==> config.mk <==
export PLATFORM = sky130hd
export DESIGN_NAME = regfile_sb_flat
export DESIGN_NICKNAME = d
export VERILOG_FILES = /design/src/rtl/regfile_sb_if.sv /design/src/rtl/regfile_sb.sv /design/src/flat_wrapper.sv
export SDC_FILE = /design/constraint.sdc
export NUM_CORES = 2
export LEC_CHECK = 0
export BUFFER_PORTS_ARGS = -buffer_cell sky130_fd_sc_hd__buf_2
export CAP_MARGIN = 20
export CELL_PAD_IN_SITES_DETAIL_PLACEMENT = 1
export CELL_PAD_IN_SITES_GLOBAL_PLACEMENT = 1
export CORE_UTILIZATION = 47
export DETAILED_ROUTE_END_ITERATION = 7
export PLACE_DENSITY = 0.8
export SYNTH_ARGS = -nofsm -noshare
export SYNTH_HDL_FRONTEND = slang
export SYNTH_SLANG_ARGS = --single-unit
==> constraint.sdc <==
create_clock -name clk -period 3.4 [get_ports clk]
set_input_delay 0.34 -clock clk [delete_from_list [all_inputs] [get_ports clk]]
set_output_delay 0.34 -clock clk [all_outputs]
set_load 0.01 [all_outputs]
==> src/rtl/regfile_sb_if.sv <==
// regfile_sb_if: read, write and scoreboard signals of the register file
interface regfile_sb_if #(
    parameter int XLEN   = 32,
    parameter int ADDR_W = 5
);
    logic [ADDR_W-1:0] addrA, addrB;
    logic [XLEN-1:0]   dataA, dataB;
    logic              busyA, busyB;
    logic              w0En, w1En, allocEn;
    logic [ADDR_W-1:0] w0Addr, w1Addr, allocAddr;
    logic [XLEN-1:0]   w0Data, w1Data;
    logic              anyBusy;
    logic [ADDR_W:0]   busyCnt;
    modport master (
        output addrA, addrB, w0En, w0Addr, w0Data, w1En, w1Addr, w1Data, allocEn, allocAddr,
        input  dataA, dataB, busyA, busyB, anyBusy, busyCnt
    );
    modport slave (
        input  addrA, addrB, w0En, w0Addr, w0Data, w1En, w1Addr, w1Data, allocEn, allocAddr,
        output dataA, dataB, busyA, busyB, anyBusy, busyCnt
    );
endinterface

==> src/rtl/regfile_sb.sv <==
// regfile_sb: 2-read/2-write register file with optional write bypass and a load scoreboard
module regfile_sb #(
    parameter int XLEN   = 32,
    parameter int ADDR_W = 5,
    parameter bit BYPASS = 1'b1
) (
    input logic         clk,
    input logic         rst_n,
    regfile_sb_if.slave bus
);
    localparam int NREG = 2 ** ADDR_W;
    logic [XLEN-1:0] regs [NREG];
    logic [NREG-1:0] busy, busy_nxt;
    logic [ADDR_W:0] cnt;
    logic            set_new, clr_old;
    function automatic logic [XLEN-1:0] rd(input logic [ADDR_W-1:0] a);
        return (a == '0) ? '0 :
               (BYPASS && bus.w0En && bus.w0Addr == a) ? bus.w0Data :
               (BYPASS && bus.w1En && bus.w1Addr == a) ? bus.w1Data : regs[a];
    endfunction
    always_comb begin
        busy_nxt = busy;
        if (bus.w1En) busy_nxt[bus.w1Addr] = 1'b0;
        if (bus.allocEn) busy_nxt[bus.allocAddr] = 1'b1;
        busy_nxt[0] = 1'b0;
    end
    // count only real transitions so busyCnt mirrors the popcount of busy
    assign set_new = bus.allocEn && bus.allocAddr != '0 && !busy[bus.allocAddr];
    assign clr_old = bus.w1En && bus.w1Addr != '0 && busy[bus.w1Addr] &&
                     !(bus.allocEn && bus.allocAddr == bus.w1Addr);
    always_ff @(posedge clk) begin
        if (!rst_n) begin
            for (int i = 0; i < NREG; i++) regs[i] <= '0;
            busy <= '0;
            cnt  <= '0;
        end else begin
            if (bus.w1En && bus.w1Addr != '0) regs[bus.w1Addr] <= bus.w1Data;
            if (bus.w0En && bus.w0Addr != '0) regs[bus.w0Addr] <= bus.w0Data;
            busy <= busy_nxt;
            cnt  <= cnt + (ADDR_W+1)'(set_new) - (ADDR_W+1)'(clr_old);
        end
    end
    assign bus.dataA   = rd(bus.addrA);
    assign bus.dataB   = rd(bus.addrB);
    assign bus.busyA   = busy[bus.addrA] & ~(BYPASS & bus.w1En & (bus.w1Addr == bus.addrA));
    assign bus.busyB   = busy[bus.addrB] & ~(BYPASS & bus.w1En & (bus.w1Addr == bus.addrB));
    assign bus.anyBusy = cnt != '0;
    assign bus.busyCnt = cnt;
endmodule

==> src/flat_wrapper.sv <==
// flat-port wrapper written by rule: the top's interface ports become plain ports
module regfile_sb_flat 
#(
    parameter int XLEN   = 32,
    parameter int ADDR_W = 5,
    parameter bit BYPASS = 1'b1
)
  (clk, rst_n, bus_addrA, bus_addrB, bus_w0En, bus_w0Addr, bus_w0Data, bus_w1En, bus_w1Addr, bus_w1Data, bus_allocEn, bus_allocAddr, bus_dataA, bus_dataB, bus_busyA, bus_busyB, bus_anyBusy, bus_busyCnt);
  regfile_sb_if #(.XLEN(XLEN), .ADDR_W(ADDR_W)) bus_i ();
  input logic clk;
  input logic rst_n;
  input wire logic [$bits(bus_i.addrA)-1:0] bus_addrA;
  input wire logic [$bits(bus_i.addrB)-1:0] bus_addrB;
  input wire logic [$bits(bus_i.w0En)-1:0] bus_w0En;
  input wire logic [$bits(bus_i.w0Addr)-1:0] bus_w0Addr;
  input wire logic [$bits(bus_i.w0Data)-1:0] bus_w0Data;
  input wire logic [$bits(bus_i.w1En)-1:0] bus_w1En;
  input wire logic [$bits(bus_i.w1Addr)-1:0] bus_w1Addr;
  input wire logic [$bits(bus_i.w1Data)-1:0] bus_w1Data;
  input wire logic [$bits(bus_i.allocEn)-1:0] bus_allocEn;
  input wire logic [$bits(bus_i.allocAddr)-1:0] bus_allocAddr;
  output wire logic [$bits(bus_i.dataA)-1:0] bus_dataA;
  output wire logic [$bits(bus_i.dataB)-1:0] bus_dataB;
  output wire logic [$bits(bus_i.busyA)-1:0] bus_busyA;
  output wire logic [$bits(bus_i.busyB)-1:0] bus_busyB;
  output wire logic [$bits(bus_i.anyBusy)-1:0] bus_anyBusy;
  output wire logic [$bits(bus_i.busyCnt)-1:0] bus_busyCnt;
  assign bus_i.addrA = bus_addrA;
  assign bus_i.addrB = bus_addrB;
  assign bus_i.w0En = bus_w0En;
  assign bus_i.w0Addr = bus_w0Addr;
  assign bus_i.w0Data = bus_w0Data;
  assign bus_i.w1En = bus_w1En;
  assign bus_i.w1Addr = bus_w1Addr;
  assign bus_i.w1Data = bus_w1Data;
  assign bus_i.allocEn = bus_allocEn;
  assign bus_i.allocAddr = bus_allocAddr;
  assign bus_dataA = bus_i.dataA;
  assign bus_dataB = bus_i.dataB;
  assign bus_busyA = bus_i.busyA;
  assign bus_busyB = bus_i.busyB;
  assign bus_anyBusy = bus_i.anyBusy;
  assign bus_busyCnt = bus_i.busyCnt;
  regfile_sb #(.XLEN(XLEN), .ADDR_W(ADDR_W), .BYPASS(BYPASS)) u_core (.clk(clk), .rst_n(rst_n), .bus(bus_i));
endmodule
### Word level (Yosys, flattened, before mapping)

Memories as Yosys holds them, arrays and structs flattened.
Cells that the tools add are included.

* add/sub/neg operators: 2
* $lt $le $gt $ge: 6
* equal/unequal tests: 5
* mux-type cells: 33
* bitwise operators: 9
* reductions and logical operators: 23

Operators by type and width (count)
* 32-bit 2-to-1 mux: 10
* 32-bit OR reduction: 2
* 32-bit bitwise AND: 1
* 32-bit NOT: 1
* 32-bit OR: 1
* 5-bit equality test: 5
* 5-bit by 6-bit less-than comparator with 1-bit output, second input constant: 4
* 1-bit binary-select mux with 5-bit select: 4
* 1-bit 2-to-1 mux: 15
* 5-bit nonzero test: 3
* 1-bit logical AND: 13
* 1-bit demux with 5-bit select: 2
* 5-bit by 1-bit greater-or-equal comparator with 1-bit output, second input constant: 2
* 5-bit logical NOT: 2
* 5-bit 2-to-1 mux: 2
* 6-bit by 1-bit adder with 6-bit output: 1
* 6-bit nonzero test: 1
* 6-bit by 1-bit subtractor with 6-bit output: 1
* 1-bit bitwise AND: 4
* 1-bit logical NOT: 2
* 1-bit NOT: 2

* register bits: 38
* bits in writable memories: 1024
* output and inout port bits: 73
* word-level logic and storage cells: 82
* memories: 1

Memory list
* u_core.regs: words 32, width 32, read ports 2, clocked after memory_dff 0, write ports 32, line regfile_sb.sv:12 `logic [XLEN-1:0] regs [NREG];`

### Depth between registers and ports, before layout

* depth after elaboration: 9
* mapped depth: 17
* depth with buffers taken out: 15

### Least setup slack after synthesis

Ideal clock, no wire load.

* path kind: input port to flip-flop
* start point: input bus_w1Addr[0]
* end point: register u_core.cnt[4], in the netlist u_core.bus.busyCnt[4]
* library setup time: 177 ps
* arrival: 3103 ps
* data required time: 3223 ps
* path slack: 120 ps
* stages on the path: 17
* cells stage by stage: buf_2 > buf_2 > mux2_2 > nand2_1 > o21ai_0 > a22oi_1 > nand4_1 > and4_1 > ha_1 > inv_1 > ha_1 > fa_1 > a21oi_1 > nor2_1 > nor2_1 > xor2_1 > nor2_1

* cells in the longest elaborated chain, start to end: 5

Ends and longest elaborated chain
* start: declaration: line flat_wrapper.sv:18 `input wire logic [$bits(bus_i.w1Addr)-1:0] bus_w1Addr;`
* 1-bit binary-select mux with 5-bit select, or another cell as far along: line regfile_sb.sv:29 `assign clr_old = bus.w1En && bus.w1Addr != '0 && busy[bus.w1Addr] &&`
* 1-bit 2-to-1 mux (implied by the code), or another cell as far along: line regfile_sb.sv:29
* 1-bit logical AND / 1-bit logical NOT (equally long branches): line regfile_sb.sv:29, regfile_sb.sv:30
* 1-bit logical AND *: line regfile_sb.sv:29
* 6-bit by 1-bit subtractor with 6-bit output *: line regfile_sb.sv:40 `cnt <= cnt + (ADDR_W+1)'(set_new) - (ADDR_W+1)'(clr_old);`
* end signal: assignment: line regfile_sb.sv:40
* end: declaration: line regfile_sb.sv:14 `logic [ADDR_W:0] cnt;`

Mark *: on every way between the ends. The rest lies on a longest branch, timed or not. The select of a mux whose other input is x is not followed.
A chain may end at the register's enable or synchronous reset.

### Worst setup path after layout

* start point: input bus_w0Addr[3]
* end point: output bus_dataA[11]

* cells in the longest elaborated chain, start to end: 4

Ends and longest elaborated chain
* start: declaration: line flat_wrapper.sv:15 `input wire logic [$bits(bus_i.w0Addr)-1:0] bus_w0Addr;`
* 5-bit equality test: line regfile_sb.sv:18 `(BYPASS && bus.w0En && bus.w0Addr == a) ? bus.w0Data :`
* 1-bit logical AND: line regfile_sb.sv:18
* 32-bit 2-to-1 mux: line regfile_sb.sv:18
* 32-bit 2-to-1 mux: line regfile_sb.sv:17 `return (a == '0) ? '0 :`
* end: declaration: line flat_wrapper.sv:22 `output wire logic [$bits(bus_i.dataA)-1:0] bus_dataA;`

Every way passes these cells.

==> run summary <==
Max-cap viol count = 0
Pin count of the biggest net entering global routing = 65
Worst setup margin = -219.4 ps
Placed cell area = 69470 sq um
DRT Wirelength = 318.5 mm
Ranking of synthesized cells by area = edfxtp_1 47%, mux4_2 17%, a22o_1 7.5%
CTS tree = built
Drt via density = 7.900
Fmax = 0.2763 GHz
Hold slack = 64.79 ps
YS warnings = 0
Initial antenna violation count = 33
Setup Skew = 14.86 ps
RR Startpoint = u_core.busy[11]$_SDFF_PN0_
# rows = 136
CP Class = input pin to output port
Core area = 137300 sq um
Die width = 374.0 microns
Post-route cell area = 73390 sq um
Yosys top cell by area = edfxtp_1
CTS Root Cell = clkbuf_16
Worst min path class = input pin to register
Layout Nets = 5495
Crit path cell chain = buf_2 -> xor2_1 -> nor4_1 -> buf_4 -> and3_2 -> nor2_1 -> o21ai_0 -> o21ai_1 -> buf_2
CP Max Fanout = 10
Reg clk slew, reported paths = 60 ps
Total GRT Usage = 44.71%
Critical Path RT = 3060 ps
Routed len/inst = 43.59 microns
DRC Markers = 6
P per Cell Area = 468.7 nW/um^2
Synth Flop Type = edfxtp_1
Die area = 139900 sq um
CTS buffer count = 118
Hold Fails Final Rpt = 0
Detailed Place HPWL = 189.1 mm
Hold Crit Start = bus_w1Data[27]
ANT nets after route = 0
Worst relative slew slack = 11.16%
Port Buffers = 166
Synth Cell Area = 65050 sq um
Setup TNS = -826.0 ps
CP Capture Type = output port
Async set or reset register ratio after synthesis = 0%
Longest Clk Path Bufs = 3
Worst-Margin Slew = 1328 ps
Cell variety after synth = 67
Initial Util = 47.37%
P_leak = 24.50 nW
Share of layout cells above drive strength 1 = 25.95%
Share of the synthesized area in the top cell type = 47.27%
Worst vdd ir = 0.4972 mV
Clock Sinks = 1061
Cell count after synthesis = 5422
CP Launch Point = bus_w0Addr[3]
DIE HEIGHT = 374.0 microns
Placed cells = 7063
Seq/Total Area, Yosys = 48.41%
Crit-path slowest cell = nor2_1
IO Count = 167
Fillcell total = 13704
First-pass GRT wire length = 438.1 mm
CP Launch Type = input pin
Finished Core Util = 53.45%
Min Tclk post-route = 3619 ps
Fin cells = 7307
Post-Synthesis Mean Instance Area = 12.00 sq um
Most frequent cells after synthesis = 1083 x nand2_1, 1024 x edfxtp_1, 554 x a22o_1
Outcome = finished, violations left
Failing checks = DRC, setup timing
Clock latency on the worst-skew pair = 810 ps
Most frequent CP cell = buf_2
Post-synth EDFFs = 1024
Via count = 57727
Max incr delay on CP = 1010 ps
Arrival time at the worst endpoint = 3280 ps
Drt first pass iters = 8
GPL Wtd Cong = 0.9726
Initial DRC Count = 11149
Vias in the first global route = 57475
Final Max Slew Viols = 0
H-tree levels = 3
Crit share post-route = 106.5%
GRT overflow = 0
Area delta synth->final = 12.83%
Most common cell in the netlist = nand2_1
#FFs+latches synth = 1061
Setup violations, final = 8
==> layout by cell type (no fill, tap or decap), types with 87 or more instances in the layout <==
| cell type | netlist | routed |
|---|---|---|
| a21oi_1 | 101 | 99 |
| o21ai_0 | 299 | 299 |
| buf_2 | 110 | 158 |
| a22o_1 | 554 | 554 |
| o21ai_1 | 250 | 248 |
| buf_4 | 35 | 320 |
| mux4_2 | 495 | 495 |
| nand2_1 | 1083 | 1083 |
| buf_12 | 9 | 87 |
| mux2i_1 | 148 | 147 |
| edfxtp_1 | 1024 | 1024 |
| clkbuf_16 | 0 | 118 |
==> worst max-delay path: cells and delay by family <==
family	cells	cell delay, ps
AOI/OAI and AO/OA	2	720
xor gates and xnor gates	1	240
buffers and inverters	3	640
and+or+nand+nor	3	1330
==> sequential cells by signal, summed over array words and instances, names as in the netlist <==
| signal | count |
|---|---|
| u_core.bus.busyCnt | 6 |
| u_core.busy | 31 |
| u_core.regs | 1024 |
==> power by group <==
part | leakage [nW] | switching, W | internal (W)
Clock | 1.81 | 0.00590 | 0.00721
Sequential | 10.1 | 0.000467 | 0.0151
Combinational | 12.6 | 0.00355 | 0.00215
==> logic make-up after synthesis <==
| kind of cell | synth area share [%] |
|---|---|
| AOI/OAI and AO/OA | 15.99 |
| adders and majority gates | 0.1847 |
| other | 0.005765 |
| buffers and inverters | 5.440 |
| and+or+nand+nor | 8.817 |
| muxes | 20.76 |
| DFF | 48.41 |
| xor gates and xnor gates | 0.3905 |
==> per-layer routing <==
| layer | GRT usage (%) | wire, microns | up-vias |
|---|---|---|---|
| met5 | 3.499 | 918 | - |
| met1 | 53.12 | 100900 | 28836 |
| met4 | 33.89 | 29800 | 61 |
| li1 | - | - | 20962 |
| met2 | 62.17 | 130200 | 5982 |
| met3 | 21.25 | 56660 | 1886 |
==> per-stage QoR <==
stage	setup slack [ps]	power [W]
floorplan	120.3	0.01886
global placement	-405.5	0.02097
finish	-219.4	0.03440
detailed placement	-87.44	0.02119
CTS	1.211	0.03400
global route	-63.28	0.03483
==> what timing repair did <==
action,CTS,global route
setup buffers,0,0
pin swaps,0,1
endpoints found under the hold margin,3,0
resized for setup,6,12
hold buffers,3,0
setup endpoints to repair,4,11
==> layout make-up <==
class	count	area, sq um	share of cell area [%]
Inverter	12	47.55	0.06478
Sequential cell	1061	31490	42.91
Antenna cell	21	52.55	0.07160
Timing Repair Buffer	574	5051	6.882
Tap cell	1794	2245	3.058
Clock buffer	149	3069	4.182
Multi-Input combinational cell	3625	30750	41.89
Clock inverter	71	689.4	0.9394
==> worst paths after layout <==
kind	to	slack (ps)	depth (start not counted)
worst min-delay path	u_core.regs[12][27]$_DFFE_PP_	60	3
worst min register to register	u_core.busy[18]$_SDFF_PN0_	530	2
worst max register to register	u_core.bus.busyCnt[4]$_SDFF_PN0_	320	13
worst max-delay path	bus_dataA[11]	-220	9
Note: power is estimated with default switching activity, not from simulation.
